`src/rtl/eth_dibit_feeder.sv`:
```
// Byte-to-dibit serializer feeding the Ethernet frame packer; aborts and realigns on underflow.
// Define FEEDER_MSB_FIRST_EN to emit the MS dibit of each byte first.
module eth_dibit_feeder #(
   parameter int FRAME_BYTES = 320,
   parameter int CNT_W       = 9
) (
   input  logic       clk,
   input  logic       rst,
   input  logic       byte_valid,
   input  logic [7:0] byte_data,
   output logic       byte_ready,
   input  logic       stall,
   output logic       axiov,
   output logic [1:0] axiod,
   output logic       cancelled,
   output logic       frame_done
);

   // state  | meaning
   // IDLE   | between frames, prefetching; first unstalled cycle starts the frame or aborts
   // STREAM | frame in progress, one dibit per unstalled cycle
   // ABORT  | underflow seen; flush slots and swallow the rest of this frame's bytes
   typedef enum logic [1:0] {S_IDLE, S_STREAM, S_ABORT} state_t;

   localparam int DIB_W = CNT_W + 2;
   localparam logic [CNT_W-1:0] FRAME_N  = CNT_W'(FRAME_BYTES);
   localparam logic [CNT_W-1:0] BYTE_ONE = CNT_W'(1);
   localparam logic [DIB_W-1:0] DIB_LOAD = DIB_W'(FRAME_BYTES * 4 - 1);
   localparam logic [DIB_W-1:0] DIB_ONE  = DIB_W'(1);

   state_t r_state, w_state_nxt;

   logic [7:0]       r_cur, r_nxt;
   logic             r_cur_v, r_nxt_v;
   logic [1:0]       r_di;
   logic [CNT_W-1:0] r_bytes_in;
   logic [DIB_W-1:0] r_dib_left;
   logic             r_cancelled, r_frame_done;

   logic       w_room, w_consume, w_cur_last, w_move, w_cur_free;
   logic       w_accept, w_last_dibit, w_flush, w_clr_bytes;
   logic [2:0] w_bit_lo;

   assign w_room     = (r_bytes_in < FRAME_N);
   assign w_consume  = (r_state != S_ABORT) & ~stall & r_cur_v;
   assign w_cur_last = w_consume & (r_di == 2'd3);
   assign w_move     = w_cur_last & r_nxt_v;
   // CUR counts as free when its last dibit leaves this cycle with nothing behind it
   assign w_cur_free = ~r_cur_v | (w_cur_last & ~r_nxt_v);

   assign byte_ready = (r_state == S_ABORT) ? w_room : ((~r_nxt_v | w_move) & w_room);
   assign w_accept   = byte_valid & byte_ready;

   assign w_last_dibit = (r_state == S_STREAM) & w_consume & (r_dib_left == DIB_ONE);
   assign w_flush      = (r_state == S_ABORT) | (w_state_nxt == S_ABORT);
   assign w_clr_bytes  = (r_state != S_IDLE) & (w_state_nxt == S_IDLE);

`ifdef FEEDER_MSB_FIRST_EN
   assign w_bit_lo = 3'd6 - {r_di, 1'b0};
`else
   assign w_bit_lo = {r_di, 1'b0};
`endif

   assign axiov      = r_cur_v;
   assign axiod      = r_cur_v ? r_cur[w_bit_lo +: 2] : 2'd0;
   assign cancelled  = r_cancelled;
   assign frame_done = r_frame_done;

   always_ff @(posedge clk) begin
      if (rst) begin
         r_state <= S_IDLE;
      end else begin
         r_state <= w_state_nxt;
      end
   end

   always_comb begin
      w_state_nxt = r_state;
      case (r_state)
         S_IDLE: begin
            if (!stall) begin
               w_state_nxt = r_cur_v ? S_STREAM : S_ABORT;
            end
         end
         S_STREAM: begin
            if (w_last_dibit) begin
               w_state_nxt = S_IDLE;
            end else if (!stall && !r_cur_v) begin
               w_state_nxt = S_ABORT;
            end
         end
         S_ABORT: begin
            if (r_bytes_in == FRAME_N) begin
               w_state_nxt = S_IDLE;
            end
         end
         default: w_state_nxt = S_IDLE;
      endcase
   end

   always_ff @(posedge clk) begin
      if (rst) begin
         r_cur        <= 8'd0;
         r_nxt        <= 8'd0;
         r_cur_v      <= 1'b0;
         r_nxt_v      <= 1'b0;
         r_di         <= 2'd0;
         r_bytes_in   <= '0;
         r_dib_left   <= '0;
         r_cancelled  <= 1'b0;
         r_frame_done <= 1'b0;
      end else begin
         r_cancelled  <= (w_state_nxt == S_ABORT) && (r_state != S_ABORT);
         r_frame_done <= w_last_dibit;

         if (w_clr_bytes) begin
            r_bytes_in <= '0;
         end else if (w_accept) begin
            r_bytes_in <= r_bytes_in + BYTE_ONE;
         end

         if (w_flush) begin
            r_cur_v    <= 1'b0;
            r_nxt_v    <= 1'b0;
            r_di       <= 2'd0;
            r_dib_left <= '0;
         end else begin
            if (w_consume) begin
               r_di <= r_di + 2'd1;
            end

            if (w_move) begin
               r_cur   <= r_nxt;
               r_cur_v <= 1'b1;
            end else if (w_accept && w_cur_free) begin
               r_cur   <= byte_data;
               r_cur_v <= 1'b1;
            end else if (w_cur_last) begin
               r_cur_v <= 1'b0;
            end

            if (w_accept && !w_cur_free) begin
               r_nxt   <= byte_data;
               r_nxt_v <= 1'b1;
            end else if (w_move) begin
               r_nxt_v <= 1'b0;
            end

            // down-counter of dibits left in the frame; terminal count is 1
            if (w_consume && r_state == S_IDLE) begin
               r_dib_left <= DIB_LOAD;
            end else if (w_consume && r_state == S_STREAM) begin
               r_dib_left <= r_dib_left - DIB_ONE;
            end
         end
      end
   end

endmodule

```
`config.mk`:
```
export PLATFORM = sky130hd
export DESIGN_NAME = eth_dibit_feeder
export DESIGN_NICKNAME = d
export VERILOG_FILES = /design/src/rtl/eth_dibit_feeder.sv
export SDC_FILE = /design/constraint.sdc
export NUM_CORES = 1
export LEC_CHECK = 0
export ABC_CLOCK_PERIOD_IN_PS = 5400
export CAP_MARGIN = 20
export CELL_PAD_IN_SITES_DETAIL_PLACEMENT = 0
export CELL_PAD_IN_SITES_GLOBAL_PLACEMENT = 1
export CORE_MARGIN = 3
export CORE_UTILIZATION = 48
export DETAILED_ROUTE_END_ITERATION = 8
export PLACE_DENSITY_LB_ADDON = 0.1
export SETUP_SLACK_MARGIN = 0.1
export SYNTH_ARGS = -nofsm -noshare
export SYNTH_HDL_FRONTEND = slang
export SYNTH_SLANG_ARGS = --single-unit
```
`constraint.sdc`:
```
create_clock -name clk -period 5.4 [get_ports clk]
set_input_delay 0.54 -clock clk [delete_from_list [all_inputs] [get_ports clk]]
set_output_delay 0.54 -clock clk [all_outputs]
set_load 0.02 [all_outputs]
```
## Word-level counts from Yosys, hierarchy flattened

Cells that the tools add are included.

- Multiplexer cells: 17
- Reduce and logical (&&, ||, !) cells: 21
- Bitwise gates (word level): 17
- Shift operators: 1
- $add $sub $neg: 3
- Order comparisons: 1
- Equality and inequality tests: 7

Operators by type and width:

| kind | number |
|---|---|
| 11-bit 2-to-1 mux | 2 |
| 8-bit 2-to-1 mux | 2 |
| 2-bit 2-to-1 mux | 6 |
| 11-bit by 1-bit == test with 1-bit output, second input constant | 1 |
| 11-bit by 1-bit subtractor with 11-bit output, second input constant | 1 |
| 1-bit AND | 10 |
| 9-bit by 1-bit adder with 9-bit output, second input constant | 1 |
| 9-bit == test, second input constant | 1 |
| 9-bit < comparator, second input constant | 1 |
| 2-bit nonzero test | 4 |
| 8-bit by 4-bit variable part select with 2-bit output | 1 |
| 2-bit == test, second input constant | 3 |
| 1-bit logical AND | 6 |
| 1-bit 2-to-1 mux | 6 |
| 2-bit case mux with 3 select lines | 1 |
| 2-bit logical NOT | 2 |
| 1-bit inverter | 4 |
| 2-bit AND reduction | 2 |
| 2-bit OR reduction | 2 |
| 1-bit logical NOT | 3 |
| 1-bit OR | 3 |
| 3-bit nonzero test | 1 |
| 3-bit OR reduction | 1 |
| 2-bit by 1-bit adder with 2-bit output, second input constant | 1 |
| 2 further kinds | 2 |

- Output and inout bits: 6
- Bits of input ports: 12
- Word-level logic and storage cells: 78
- Register bits after elaboration: 44

## Depth between registers and ports, before layout

- Depth after elaboration: 12
- Depth in mapped cells: 7
- Depth with buffers taken out: 6

## Worst setup path before layout

Ideal clock, no wire load.

- Path kind: input port to flip-flop
- Start: input port stall
- End: register r_cur[6]
- Slack: 3.610 ns
- Arrival: 1.654 ns
- Cell stages on the path: 7
- Library setup time: 0.136 ns
- Data required time: 5.264 ns
- Path buffers: 3
- Cells stage by stage: buf_6 -> and3b_1 -> buf_6 -> buf_6 -> and4_4 -> a2111oi_0 -> a211oi_1

- Word-level cells in the longest chain between the ends: 12
- Elaborated cells on any way between the ends: 26
- Classes of those cells: eq/ne: 1; mux: 6; bitwise: 14; reduce/logical: 5

RTL lines:

| element | RTL line | RTL |
|---|---|---|
| start: declaration | 12 | `input logic stall,` |
| 1-bit inverter | 45 | `assign w_consume = (r_state != S_ABORT) & ~stall & r_cur_v;` |
| 1-bit AND (2 in series) | 45 |  |
| 1-bit AND | 46 | `assign w_cur_last = w_consume & (r_di == 2'd3);` |
| 1-bit AND | 47 | `assign w_move = w_cur_last & r_nxt_v;` |
| 1-bit OR | 51 | `assign byte_ready = (r_state == S_ABORT) ? w_room : ((~r_nxt_v \| w_move) & w_room);` |
| 1-bit AND | 51 |  |
| 1-bit 2-to-1 mux | 51 |  |
| 1-bit AND | 52 | `assign w_accept = byte_valid & byte_ready;` |
| 1-bit logical AND | 135 | `end else if (w_accept && w_cur_free) begin` |
| 2-bit nonzero test (no line) | - |  |
| 2-bit AND reduction (no line) | - |  |
| end signal: assignment | 133 | `r_cur <= r_nxt;` |
| end signal: assignment | 136 | `r_cur <= byte_data;` |
| end: declaration | 33 | `logic [7:0] r_cur, r_nxt;` |

Several ways; a longest one is shown, not always the timed one.
A chain may end at the register's enable or synchronous reset.

## Worst setup path after layout

- Start: register r_state[0]
- End: output port byte_ready

- Word-level cells in the longest chain between the ends: 8
- Elaborated cells on any way between the ends: 9
- Classes of those cells: eq/ne: 2; mux: 1; bitwise: 6

RTL lines:

| element | RTL line | RTL |
|---|---|---|
| start: declaration | 31 | `state_t r_state, w_state_nxt;` |
| start signal: assignment | 73 | `r_state <= w_state_nxt;` |
| 2-bit != test | 45 |  |
| 1-bit AND (2 in series) | 45 |  |
| 1-bit AND | 46 |  |
| 1-bit AND | 47 |  |
| 1-bit OR | 51 |  |
| 1-bit AND | 51 |  |
| 1-bit 2-to-1 mux (*) | 51 |  |
| end: declaration | 11 | `output logic byte_ready,` |

Every way passes the cells marked *; elsewhere a longest branch is shown, timed or not.

==> results.md <==
* Result of the run: finished clean
* Pin count of the biggest net entering global routing at 34
* Total number of vias at 1962
* Prevailing post-synth register cell: sky130_fd_sc_hd__dfxtp_1
* Clock transition at the register clock pins on the worst setup and hold paths after CTS at 80 ps
* Total power per unit cell area at 251 nW/um2
* Proportion of register bits with asynchronous set or reset after synthesis at 0
* Critical path type: reg2out
* Detailed router's first-iteration violation count at 57
* Cell at the slowest stage of the critical path: sky130_fd_sc_hd__nand2b_1
* Standby leakage power at 0.902 nW
* Hold Crit Class: reg2reg
* Sum of internal, switching and leakage power at 0.663 mW
* Most frequent cells in the layout: sky130_fd_sc_hd__dfxtp_1, sky130_fd_sc_hd__a21oi_1, sky130_fd_sc_hd__inv_1
* Cts-stage hold buffer count at 0
* Fill cells at 459
* Synthesized flop and latch total at 44
* Register-to-Register Path Depth at 4
* RSZ-0062 raised after global routing: no
* Average vias per placed instance at 5.65
* Source of the worst register-to-register timing path: r_state[0]$_SDFF_PP0_
* Vertical extent of the die at 76.8 um
* Count of buffer and inverter cells on the critical path at 1
* Area of the die at 5900 um2
* Worst-case headroom to the max-slew limit at 0.360
* Worst setup slack after placement at 2640 ps
* Row cnt at 25
* Worst setup slack for register-to-register paths at 2900 ps
* CTS H-Tree Depth at 2
* Antenna-violating nets left at 0
* Critical path cell sequence: nand2b_1, nand2_1, o21a_1, clkdlybuf4s50_1
* CTS sink count at 44
* Proportion of layout cells with a drive suffix above 1 at 0.0679
* Final number of max-transition violations at 0
* Clock tree from TritonCTS: yes
* Final setup vio count at 0
* Number of gates resized after CTS at 0
* Syn Std Cell Area at 2410 um2
* Root Buffer Master: sky130_fd_sc_hd__clkbuf_8
* Data arrival time of the critical path at 2340 ps
* Number of endpoints with negative hold slack in the final report at 0
* Most frequent standard cell in the layout excluding fill and tap cells: sky130_fd_sc_hd__dfxtp_1
* DRC violation count after routing at 0
* Element type at the critical path end: primary output
* Final WL at 5.05 mm
* Maximum net fanout on the critical path at 24
* Worst setup path startpoint: r_state[0]$_SDFF_PP0_
* Layout area overhead at 9.66%
* Placeable core region at 4790 um2
* Peak supply drop at 126 uV
* Count of input and output buffers at 17
* Part of the Yosys area used for sequential elements at 0.366
* Number of antenna violations at the first check in global routing at 0
* Initial Util at 0.503
* Number of max-capacitance violations reported at 0
* Final period util at 0.533
* Number of setup buffers added after CTS at 0
* Setup crit end: byte_ready
* Worst clock skew on the final layout at 8.32 ps
* Largest delay share family, worst path: simple AND/OR/NAND/NOR gates
* WL/cell at 14.6 um
* Number of CTS-inserted buffers at 5
* Global-route wire length before repair at 8.85 mm
* R2r endpoint: r_cur[7]$_SDFFE_PP0P_
* Vias in the first global route at 1786
* Floorplan die width at 76.8 um
* Yosys warning count at 0
* Clock Tree Buf Depth at 2
* Inserted Diodes at 0
* Clk_lat worst skew at 300 ps
* EDFF count, synth at 0
* Logic depth of the worst path, buffers included at 4
* Final-layout setup total negative slack at 0 ps
* Required time of the critical path at 4860 ps
* Max frequency at 347 MHz
* Number of iterations in the first detailed-routing pass at 4
* Global placement routability congestion at 0.738
* Unique cell type count in the Yosys netlist at 48
* Net count of the finished layout at 296
* Number of cells on the worst hold path at 2
* Slowest stage delay, CP at 660 ps
* Startpoint kind of the worst setup timing path: flop
* Min cycle time layout at 2880 ps
* Utilization of the core after routing at 0.552
* Number of top-level pins at 18
* Post-DP HPWL at 3.45 mm
* Overflow after GRT at 0
* Transition time at the pin with the least slew margin at 959 ps
* Synthesized instance count at 274
* Setup WS post-layout at 2520 ps
* Total track usage at 0.183
* Avg Inst Size Synth at 8.79 um2
* Number of nets produced by synthesis at 291
==> routing by layer <==
metal	track usage	part of all wire	up-vias
met1	0.281	0.55	897
met3	0.0423	0.034	5
met5	0	0	-
met4	0.0598	0.011	0
met2	0.247	0.40	27
li1	-	-	1033
==> metrics by stage <==
stage	hold slack, ps	cell area (um2)	std cells
global placement	445	2550	339
detailed placement	451	2550	339
CTS	460	2640	347
global route	476	2640	347
floorplan	431	2410	274
finish	457	2640	347
==> synthesized netlist by cell type (4+ instances only) <==
cell	count	share of area
sky130_fd_sc_hd__a2111oi_0	8	0.029
sky130_fd_sc_hd__a211oi_1	9	0.028
sky130_fd_sc_hd__a21oi_1	27	0.056
sky130_fd_sc_hd__a31oi_1	8	0.021
sky130_fd_sc_hd__and2_1	4	0.010
sky130_fd_sc_hd__and4_1	6	0.022
sky130_fd_sc_hd__buf_2	4	0.0083
sky130_fd_sc_hd__buf_6	5	0.023
sky130_fd_sc_hd__clkbuf_1	8	0.012
sky130_fd_sc_hd__dfxtp_1	44	0.37
sky130_fd_sc_hd__ha_1	5	0.026
sky130_fd_sc_hd__inv_1	26	0.041
sky130_fd_sc_hd__nand2_1	10	0.016
sky130_fd_sc_hd__nand3_1	7	0.015
sky130_fd_sc_hd__nand4_1	12	0.031
sky130_fd_sc_hd__nor2_1	14	0.022
sky130_fd_sc_hd__nor4_1	4	0.010
sky130_fd_sc_hd__o21ai_0	4	0.0083
sky130_fd_sc_hd__o31ai_1	12	0.037
sky130_fd_sc_hd__or3_1	5	0.013
sky130_fd_sc_hd__or4_1	5	0.016
sky130_fd_sc_hd__xor2_1	9	0.033
==> layout make-up <==
type                            instances  area [um2]  share of cell area
Multi-Input combinational cell        185        1320               0.498
Sequential cell                        44         881               0.333
Timing Repair Buffer                   17         170              0.0644
Inverter                               26        97.6              0.0369
Tap cell                               67        83.8              0.0317
Clock buffer                            6        82.6              0.0313
Clock inverter                          2        10.0             0.00379
==> worst register-to-register path, stage by stage (launching register included) <==
cell and delay [ps]:
sky130_fd_sc_hd__dfxtp_1 470, sky130_fd_sc_hd__nand2b_1 660, sky130_fd_sc_hd__nand3_1 460, sky130_fd_sc_hd__a2111oi_0 660, sky130_fd_sc_hd__a211oi_1 90
==> how the worst min path moves through the flow <==
stage	from	to	slack, ps
floorplan	r_cur[4]$_SDFFE_PP0P_	r_cur[4]$_SDFFE_PP0P_	430
global placement	r_cur[4]$_SDFFE_PP0P_	r_cur[4]$_SDFFE_PP0P_	440
detailed placement	r_cur[6]$_SDFFE_PP0P_	r_cur[6]$_SDFFE_PP0P_	450
CTS	r_cur[6]$_SDFFE_PP0P_	r_cur[6]$_SDFFE_PP0P_	460
global route	r_cur[6]$_SDFFE_PP0P_	r_cur[6]$_SDFFE_PP0P_	480
finish	r_cur[6]$_SDFFE_PP0P_	r_cur[6]$_SDFFE_PP0P_	460
==> power by group <==
part / leakage (nW) / internal [mW] / switching, mW / total [mW]
Combinational: 0.494 / 0.0387 / 0.0537 / 0.0924
Sequential: 0.357 / 0.339 / 0.0172 / 0.356
Clock: 0.0510 / 0.102 / 0.112 / 0.215
Total: 0.902 / 0.479 / 0.183 / 0.663
==> flip-flops by register name, summed over array words and instances, names as in the netlist <==
name and count:
r_di 2, r_bytes_in 9, frame_done 1, cancelled 1, r_state 2, r_cur 8
r_dib_left 11, axiov 1, r_nxt 8, r_nxt_v 1
==> logic make-up (layout without fill, tap and decap cells) <==
| logic type | count (synthesis) | after routing | synth area share |
|---|---|---|---|
| adders and majority gates | 5 | 5 | 0.0260 |
| buffers and inverters | 45 | 51 | 0.0878 |
| AOI/OAI and AO/OA | 78 | 78 | 0.224 |
| DFF | 44 | 44 | 0.366 |
| muxes | 5 | 5 | 0.0312 |
| and+or+nand+nor | 85 | 85 | 0.221 |
| xor gates and xnor gates | 12 | 12 | 0.0436 |
No activity file was read; power rests on OpenSTA's default activity.
